--- config.mk ---
export PLATFORM = sky130hd
export DESIGN_NAME = vx_tcu_tfr_align
export DESIGN_NICKNAME = d
export VERILOG_FILES = /design/src/rtl/vx_tcu_tfr_align.sv
export SDC_FILE = /design/constraint.sdc
export NUM_CORES = 1
export LEC_CHECK = 0
export ABC_CLOCK_PERIOD_IN_PS = 3400
export BUFFER_PORTS_ARGS = -buffer_cell sky130_fd_sc_hd__buf_2
export CAP_MARGIN = 10
export CORE_UTILIZATION = 30
export CTS_BUF_LIST = sky130_fd_sc_hd__clkbuf_8
export CTS_CLUSTER_DIAMETER = 40
export DETAILED_ROUTE_END_ITERATION = 8
export PLACE_DENSITY = 0.48
export SYNTH_ARGS = -nofsm -noshare
export SYNTH_HDL_FRONTEND = slang
export SYNTH_SLANG_ARGS = --single-unit
--- constraint.sdc ---
create_clock -name clk -period 3.4 [get_ports clk]
set_input_delay 0.68 -clock clk [delete_from_list [all_inputs] [get_ports clk]]
set_output_delay 0.68 -clock clk [all_outputs]
set_load 0.005 [all_outputs]
--- src/rtl/vx_tcu_tfr_align.sv ---
// Two-stage exponent alignment for the tensor-core fused dot product:
// stage 1 derives per-lane shift amounts and kill flags, stage 2 performs
// the arithmetic right shift with sticky collection and holds the result.

package VX_tcu_pkg;

    typedef struct packed {
        logic nan;
        logic inf;
        logic overflow;
        logic underflow;
    } fedp_excep_t;

endpackage

module vx_tcu_tfr_align
    import VX_tcu_pkg::*;
#(
    parameter int unsigned TCK   = 4,
    parameter int unsigned EXP_W = 10,
    parameter int unsigned WA    = 28
) (
    input  logic                      clk,
    input  logic                      reset_n,
    input  logic                      valid_in,
    output logic                      ready_in,
    input  logic [31:0]               req_id,
    input  logic [EXP_W-1:0]          max_exp,
    input  logic [TCK:0][EXP_W-1:0]   exponents,
    input  logic [TCK:0][24:0]        raw_sigs,
    input  fedp_excep_t               exceptions,
    input  logic [TCK-1:0]            lane_mask,
    output logic                      valid_out,
    input  logic                      ready_out,
    output logic [31:0]               req_id_out,
    output logic [TCK:0][WA-1:0]      aligned_sigs,
    output logic [TCK:0]              sticky,
    output logic [EXP_W-1:0]          max_exp_out,
    output fedp_excep_t               exceptions_out
);

    localparam int unsigned SIG_W   = 25;
    localparam int unsigned GUARD_W = WA - SIG_W;
    localparam int unsigned SH_W    = $clog2(WA);

    // Handshake
    logic s1_ld;
    logic s2_ld;

    // Stage 1 state
    logic                    v1_q, v1_d;
    logic [31:0]             s1_id_q, s1_id_d;
    logic [EXP_W-1:0]        s1_me_q, s1_me_d;
    fedp_excep_t             s1_exc_q, s1_exc_d;
    logic [TCK:0][SIG_W-1:0] s1_sig_q, s1_sig_d;
    logic [TCK:0][SH_W-1:0]  s1_sh_q, s1_sh_d;
    logic [TCK:0]            s1_big_q, s1_big_d;
    logic [TCK:0]            s1_kill_q, s1_kill_d;

    // Stage 2 state (drives the outputs)
    logic                    v2_q, v2_d;
    logic [31:0]             s2_id_q, s2_id_d;
    logic [EXP_W-1:0]        s2_me_q, s2_me_d;
    fedp_excep_t             s2_exc_q, s2_exc_d;
    logic [TCK:0][WA-1:0]    s2_al_q, s2_al_d;
    logic [TCK:0]            s2_st_q, s2_st_d;

    // Stage 1 helpers
    logic                    exc_any;
    logic [TCK:0]            lane_en;
    logic [TCK:0][EXP_W-1:0] sh_raw;

    // Stage 2 helpers
    logic [TCK:0][WA-1:0]    ext;
    logic [TCK:0][WA-1:0]    shr;
    logic [TCK:0][WA-1:0]    lowmask;

    assign exc_any = |exceptions;
    assign lane_en = {1'b1, lane_mask};

    // Pipeline handshake with bubble collapse
    assign s2_ld    = v1_q && (!v2_q || ready_out);
    assign ready_in = !v1_q || s2_ld;
    assign s1_ld    = valid_in && ready_in;

    // Stage valid bits
    always_comb begin
        v1_d = v1_q;
        v2_d = v2_q;
        if (s1_ld) begin
            v1_d = 1'b1;
        end else if (s2_ld) begin
            v1_d = 1'b0;
        end
        if (s2_ld) begin
            v2_d = 1'b1;
        end else if (v2_q && ready_out) begin
            v2_d = 1'b0;
        end
    end

    // Per-lane shift distance; lanes above the global max are not shifted
    always_comb begin
        for (int i = 0; i <= int'(TCK); i++) begin
            sh_raw[i] = max_exp - exponents[i];
            if (exponents[i] > max_exp) begin
                sh_raw[i] = '0;
            end
        end
    end

    // Stage 1 next state: shift amounts, overflow-of-width and kill flags
    always_comb begin
        s1_id_d   = s1_id_q;
        s1_me_d   = s1_me_q;
        s1_exc_d  = s1_exc_q;
        s1_sig_d  = s1_sig_q;
        s1_sh_d   = s1_sh_q;
        s1_big_d  = s1_big_q;
        s1_kill_d = s1_kill_q;
        if (s1_ld) begin
            s1_id_d  = req_id;
            s1_me_d  = max_exp;
            s1_exc_d = exceptions;
            s1_sig_d = raw_sigs;
            for (int i = 0; i <= int'(TCK); i++) begin
                s1_big_d[i]  = (32'(sh_raw[i]) >= WA);
                s1_sh_d[i]   = s1_big_d[i] ? '0 : SH_W'(sh_raw[i]);
                s1_kill_d[i] = exc_any || !lane_en[i];
            end
        end
    end

    // Guarded significand, arithmetic shift and mask of discarded bits
    always_comb begin
        for (int i = 0; i <= int'(TCK); i++) begin
            ext[i]     = {s1_sig_q[i], {GUARD_W{1'b0}}};
            shr[i]     = $signed(ext[i]) >>> s1_sh_q[i];
            lowmask[i] = ~({WA{1'b1}} << s1_sh_q[i]);
        end
    end

    // Stage 2 next state: aligned significands and sticky bits
    always_comb begin
        s2_id_d  = s2_id_q;
        s2_me_d  = s2_me_q;
        s2_exc_d = s2_exc_q;
        s2_al_d  = s2_al_q;
        s2_st_d  = s2_st_q;
        if (s2_ld) begin
            s2_id_d  = s1_id_q;
            s2_me_d  = s1_me_q;
            s2_exc_d = s1_exc_q;
            for (int i = 0; i <= int'(TCK); i++) begin
                if (s1_kill_q[i]) begin
                    s2_al_d[i] = '0;
                    s2_st_d[i] = 1'b0;
                end else if (s1_big_q[i]) begin
                    s2_al_d[i] = '0;
                    s2_st_d[i] = |s1_sig_q[i];
                end else begin
                    s2_al_d[i] = shr[i];
                    s2_st_d[i] = |(ext[i] & lowmask[i]);
                end
            end
        end
    end

    // State registers with synchronous active-low reset
    always_ff @(posedge clk) begin
        if (!reset_n) begin
            v1_q      <= 1'b0;
            s1_id_q   <= '0;
            s1_me_q   <= '0;
            s1_exc_q  <= '0;
            s1_sig_q  <= '0;
            s1_sh_q   <= '0;
            s1_big_q  <= '0;
            s1_kill_q <= '0;
            v2_q      <= 1'b0;
            s2_id_q   <= '0;
            s2_me_q   <= '0;
            s2_exc_q  <= '0;
            s2_al_q   <= '0;
            s2_st_q   <= '0;
        end else begin
            v1_q      <= v1_d;
            s1_id_q   <= s1_id_d;
            s1_me_q   <= s1_me_d;
            s1_exc_q  <= s1_exc_d;
            s1_sig_q  <= s1_sig_d;
            s1_sh_q   <= s1_sh_d;
            s1_big_q  <= s1_big_d;
            s1_kill_q <= s1_kill_d;
            v2_q      <= v2_d;
            s2_id_q   <= s2_id_d;
            s2_me_q   <= s2_me_d;
            s2_exc_q  <= s2_exc_d;
            s2_al_q   <= s2_al_d;
            s2_st_q   <= s2_st_d;
        end
    end

    assign valid_out      = v2_q;
    assign req_id_out     = s2_id_q;
    assign max_exp_out    = s2_me_q;
    assign exceptions_out = s2_exc_q;
    assign aligned_sigs   = s2_al_q;
    assign sticky         = s2_st_q;

endmodule
==> run_results.csv <==
group,metric,value,unit
clocking,cts_tree,"yes",
clocking,cts_inserted_buffers,90,
die,pin_count,422,
critical_path,crit_path_max_incr_delay,0.88,ns
power_and_ir_drop,swShare,28.81,%
yosys,synth_enable_flop_cells,0,
timing,setup_violations,0,
worst_hold_path,hold_path_end,"s1_kill_q[0]",
timing,period_needed,2.716,ns
power_and_ir_drop,power_density,435.5,nW/um^2
drt,first_pass_iters,5,
power_and_ir_drop,pwr-share-seq,39.4,%
die,dieWidth,288.7,um
clocking,cts.sinks,399,
drt,detail-route-antenna-nets,0,
outcome,status,"finished clean",
yosys,ys.flop_type,"dfxtp_1",
yosys,synth_area,24660,um^2
layout,syn_to_final_growth,20.44,%
yosys,yosys.cell_types.count,86,
yosys,ys_seq_elements,399,
yosys,syn_nets,3478,
clocking,cts_hold_buf,0,
die,die_y,288.7,um
yosys,yosysWarnings,0,
placement,port_buffers,421,
power_and_ir_drop,finalPower,0.01293,W
placement,place_congestion,0.9093,
clocking,htree_levels,3,
clocking,clock-root-buffer,"clkbuf_8",
drt,drt_wl_total,95.09,mm
run,maxCapViolations,0,
clocking,path_clk_slew,0.06,ns
timing,worst_slew_pin_slew,1.096,ns
critical_path,cpMaxStageDelayCell,"dfxtp_1",
yosys,avgSynthCellArea,7.721,um^2
clocking,clockBufferDepth,3,
drt,initialDrtViolationCount,1790,
timing,final-max-slew-violation-count,0,
placement,dp_hpwl,70.39,mm
grt,grtUsageTotal,22.09,%
die,core_area,80940,um^2
timing,rsz0062_at_grt,"no",
layout,fin_cells,4658,
critical_path,arrival,3.26,ns
layout,fillers,8746,
drt,wl_met1,46.21,mm
power_and_ir_drop,p_int,0.009209,W
power_and_ir_drop,power.switching,0.003726,W
drt,num_vias,24615,
clocking,insertion_delay,0.68,ns
critical_path,timing.rr.end,"aligned_sigs[114]",
critical_path,critPathMaxFanout,18,
drt,dr_wl_met2,40.12,mm
yosys,yosysSeqAreaShare,32.39,%
critical_path,crit_family,"flip-flops",
timing,period_share,79.88,%
critical_path,crit_chain,"buf_4 > mux2_2 > nor2_1 > a21oi_1 > mux4_2 > a22oi_1 > nand2_1",
grt,gr-total-overflow,0,
yosys,syn_inst,3194,
worst_hold_path,hold_start,"lane_mask[0]",
layout,fin_area,29700,um^2
power_and_ir_drop,total_leakage_power,12.46,nW
timing,fmax,368.2,MHz
worst_hold_path,min_path_cells,2,
critical_path,required,3.94,ns
drt,wl_met3,6.413,mm
worst_hold_path,min_path_type,"primary input to flop",
power_and_ir_drop,pwr-share-clk,46.5,%
layout,utilization,36.70,%
timing,final-hold-violation-count,0,
critical_path,crit_path_start_kind,"flop",
critical_path,rr_worst_depth,7,
power_and_ir_drop,power_frac_comb,14.1,%
placement,place_area,27710,um^2
layout,final_nets,3814,
drt,wire_per_inst,20.41,um
critical_path,reg2reg_slack,0.68,ns
drt,dr.max_layer_used,"met5",
placement,dp_cells,4498,
yosys,async_flop_share,0,%
grt,grt_pass1_wl,143.4,mm
power_and_ir_drop,ir_drop,317.0,uV
critical_path,rr_startpoint,"s1_sh_q[21]",
grt,antenna_found_initial,12,
grt,grt_max_degree,190,
drt,vias_per_cell,5.284,
critical_path,path_buf_inv,1,
layout,drive_gt1_share,20.37,%
timing,clock_skew,0.03277,ns
critical_path,crit_type,"flop to flop",
timing,setup-tns-final,0,ns
drt,drc_errors,0,
die,start_util,30.47,%
clocking,ctsResizeCount,0,
die,rows,104,
grt,grt_pass1_vias,23248,
critical_path,end_kind,"flop",
timing,slew_headroom,26.29,%
die,die_area,83360,um^2
clocking,postCtsSetupRepairBufs,0,
-- cells in the final DEF, fill, tap and decap left out, types with 46 or more instances in the layout --
cell type / instances
a21boi_1: 141
mux2i_1: 134
ha_1: 50
inv_1: 104
buf_4: 63
a21boi_0: 90
nor2_1: 185
a21oi_1: 217
dfxtp_1: 393
mux4_2: 46
o21ai_1: 128
buf_2: 420
nand2_1: 741
clkbuf_8: 103
o21ai_0: 96
-- logic make-up (layout without fill, tap and decap cells) --
family / after synthesis / after routing / synth area share, %
buffers and inverters: 343 / 742 / 5.581
AO/OA/AOI/OAI: 976 / 976 / 26.19
adder cells (fa/ha/maj): 56 / 56 / 2.983
other: 0 / 5 / 0
XOR/XNOR: 22 / 22 / 0.7813
flip-flops: 399 / 399 / 32.39
multiplexers: 227 / 227 / 11.79
AND/OR/NAND/NOR: 1171 / 1171 / 20.29
-- per-stage QoR --
step | hold WS [ns] | setup slack (ns)
after floorplan | 0.4353 | 0.5759
after global placement | 0.4283 | 0.2791
after detailed placement | 0.4333 | 0.2177
after CTS | 0.1447 | 0.7374
after global routing | 0.1469 | 0.5679
final | 0.2118 | 0.6839
-- synthesized netlist by cell type (25+ instances only) --
library cell  number  area share [%]
a21boi_1         141             4.3
a221o_1           28             1.1
nor2_1           185             2.8
nor3_1            35            0.71
dfxtp_1          399              32
mux2i_1          134             5.4
clkbuf_1         165             2.5
mux4_2            46             4.2
buf_2             50             1.0
buf_1             25            0.38
nor2b_1           28            0.71
mux2_1            25             1.1
a21boi_0          90             2.7
a211oi_1          40             1.2
a21oi_1          217             4.4
ha_1              50             2.5
o21ai_0           96             1.9
inv_1             88             1.3
nand2_1          743              11
nand3_1           37            0.75
o21ai_1          128             2.6
-- sequential cells by signal, summed over array words and instances (netlist names) --
name            flops
s1_sh_q            25
ext               125
s1_me_q            10
aligned_sigs      140
req_id_out         32
s1_id_q            32
sticky              5
valid_out           1
s1_exc_q            4
s1_kill_q           5
max_exp_out        10
exceptions_out      4
s1_big_q            5
v1_q                1
-- how the worst max path moves through the flow --
stage | from | endpoint | slack [ns] | depth (start not counted)
after global placement | max_exp[0] | s1_sh_q[23] | 0.28 | 12
after CTS | s1_sh_q[21] | aligned_sigs[114] | 0.74 | 7
final | s1_sh_q[21] | aligned_sigs[114] | 0.68 | 7
after floorplan | max_exp[0] | s1_sh_q[22] | 0.58 | 11
after detailed placement | max_exp[0] | s1_sh_q[22] | 0.22 | 12
after global routing | s1_sh_q[21] | aligned_sigs[114] | 0.57 | 7
-- power by group through the flow --
stage          combinational (W)  clock [W]  sequential, W
2_1_floorplan            0.00119          0        0.00508
3_3_place_gp             0.00183          0        0.00519
3_5_place_dp             0.00182          0        0.00519
4_1_cts                  0.00182    0.00619        0.00509
5_1_grt                  0.00202    0.00643        0.00512
6_report                 0.00182    0.00602        0.00510
-- metal layers --
metal | vias to the layer above | global-route usage (%)
met3 | 145 | 4.866
met2 | 800 | 32.19
met1 | 11607 | 32.23
met5 | - | 0
met4 | 14 | 6.263
li1 | 12049 | -
-- area by class of cell --
class                   count  area [um^2]  area share [%]
repair buffers            490         2706           9.111
clock buffers             103         1418           4.773
multi-input cells        2452        15320           51.58
well taps                1060         1326           4.465
diodes                      5        12.51         0.04212
flip-flops and latches    399         7995           26.92
inverters                  97        364.1           1.226
clock inverters            52        561.8           1.891
Power figures use the tool's default switching activity.
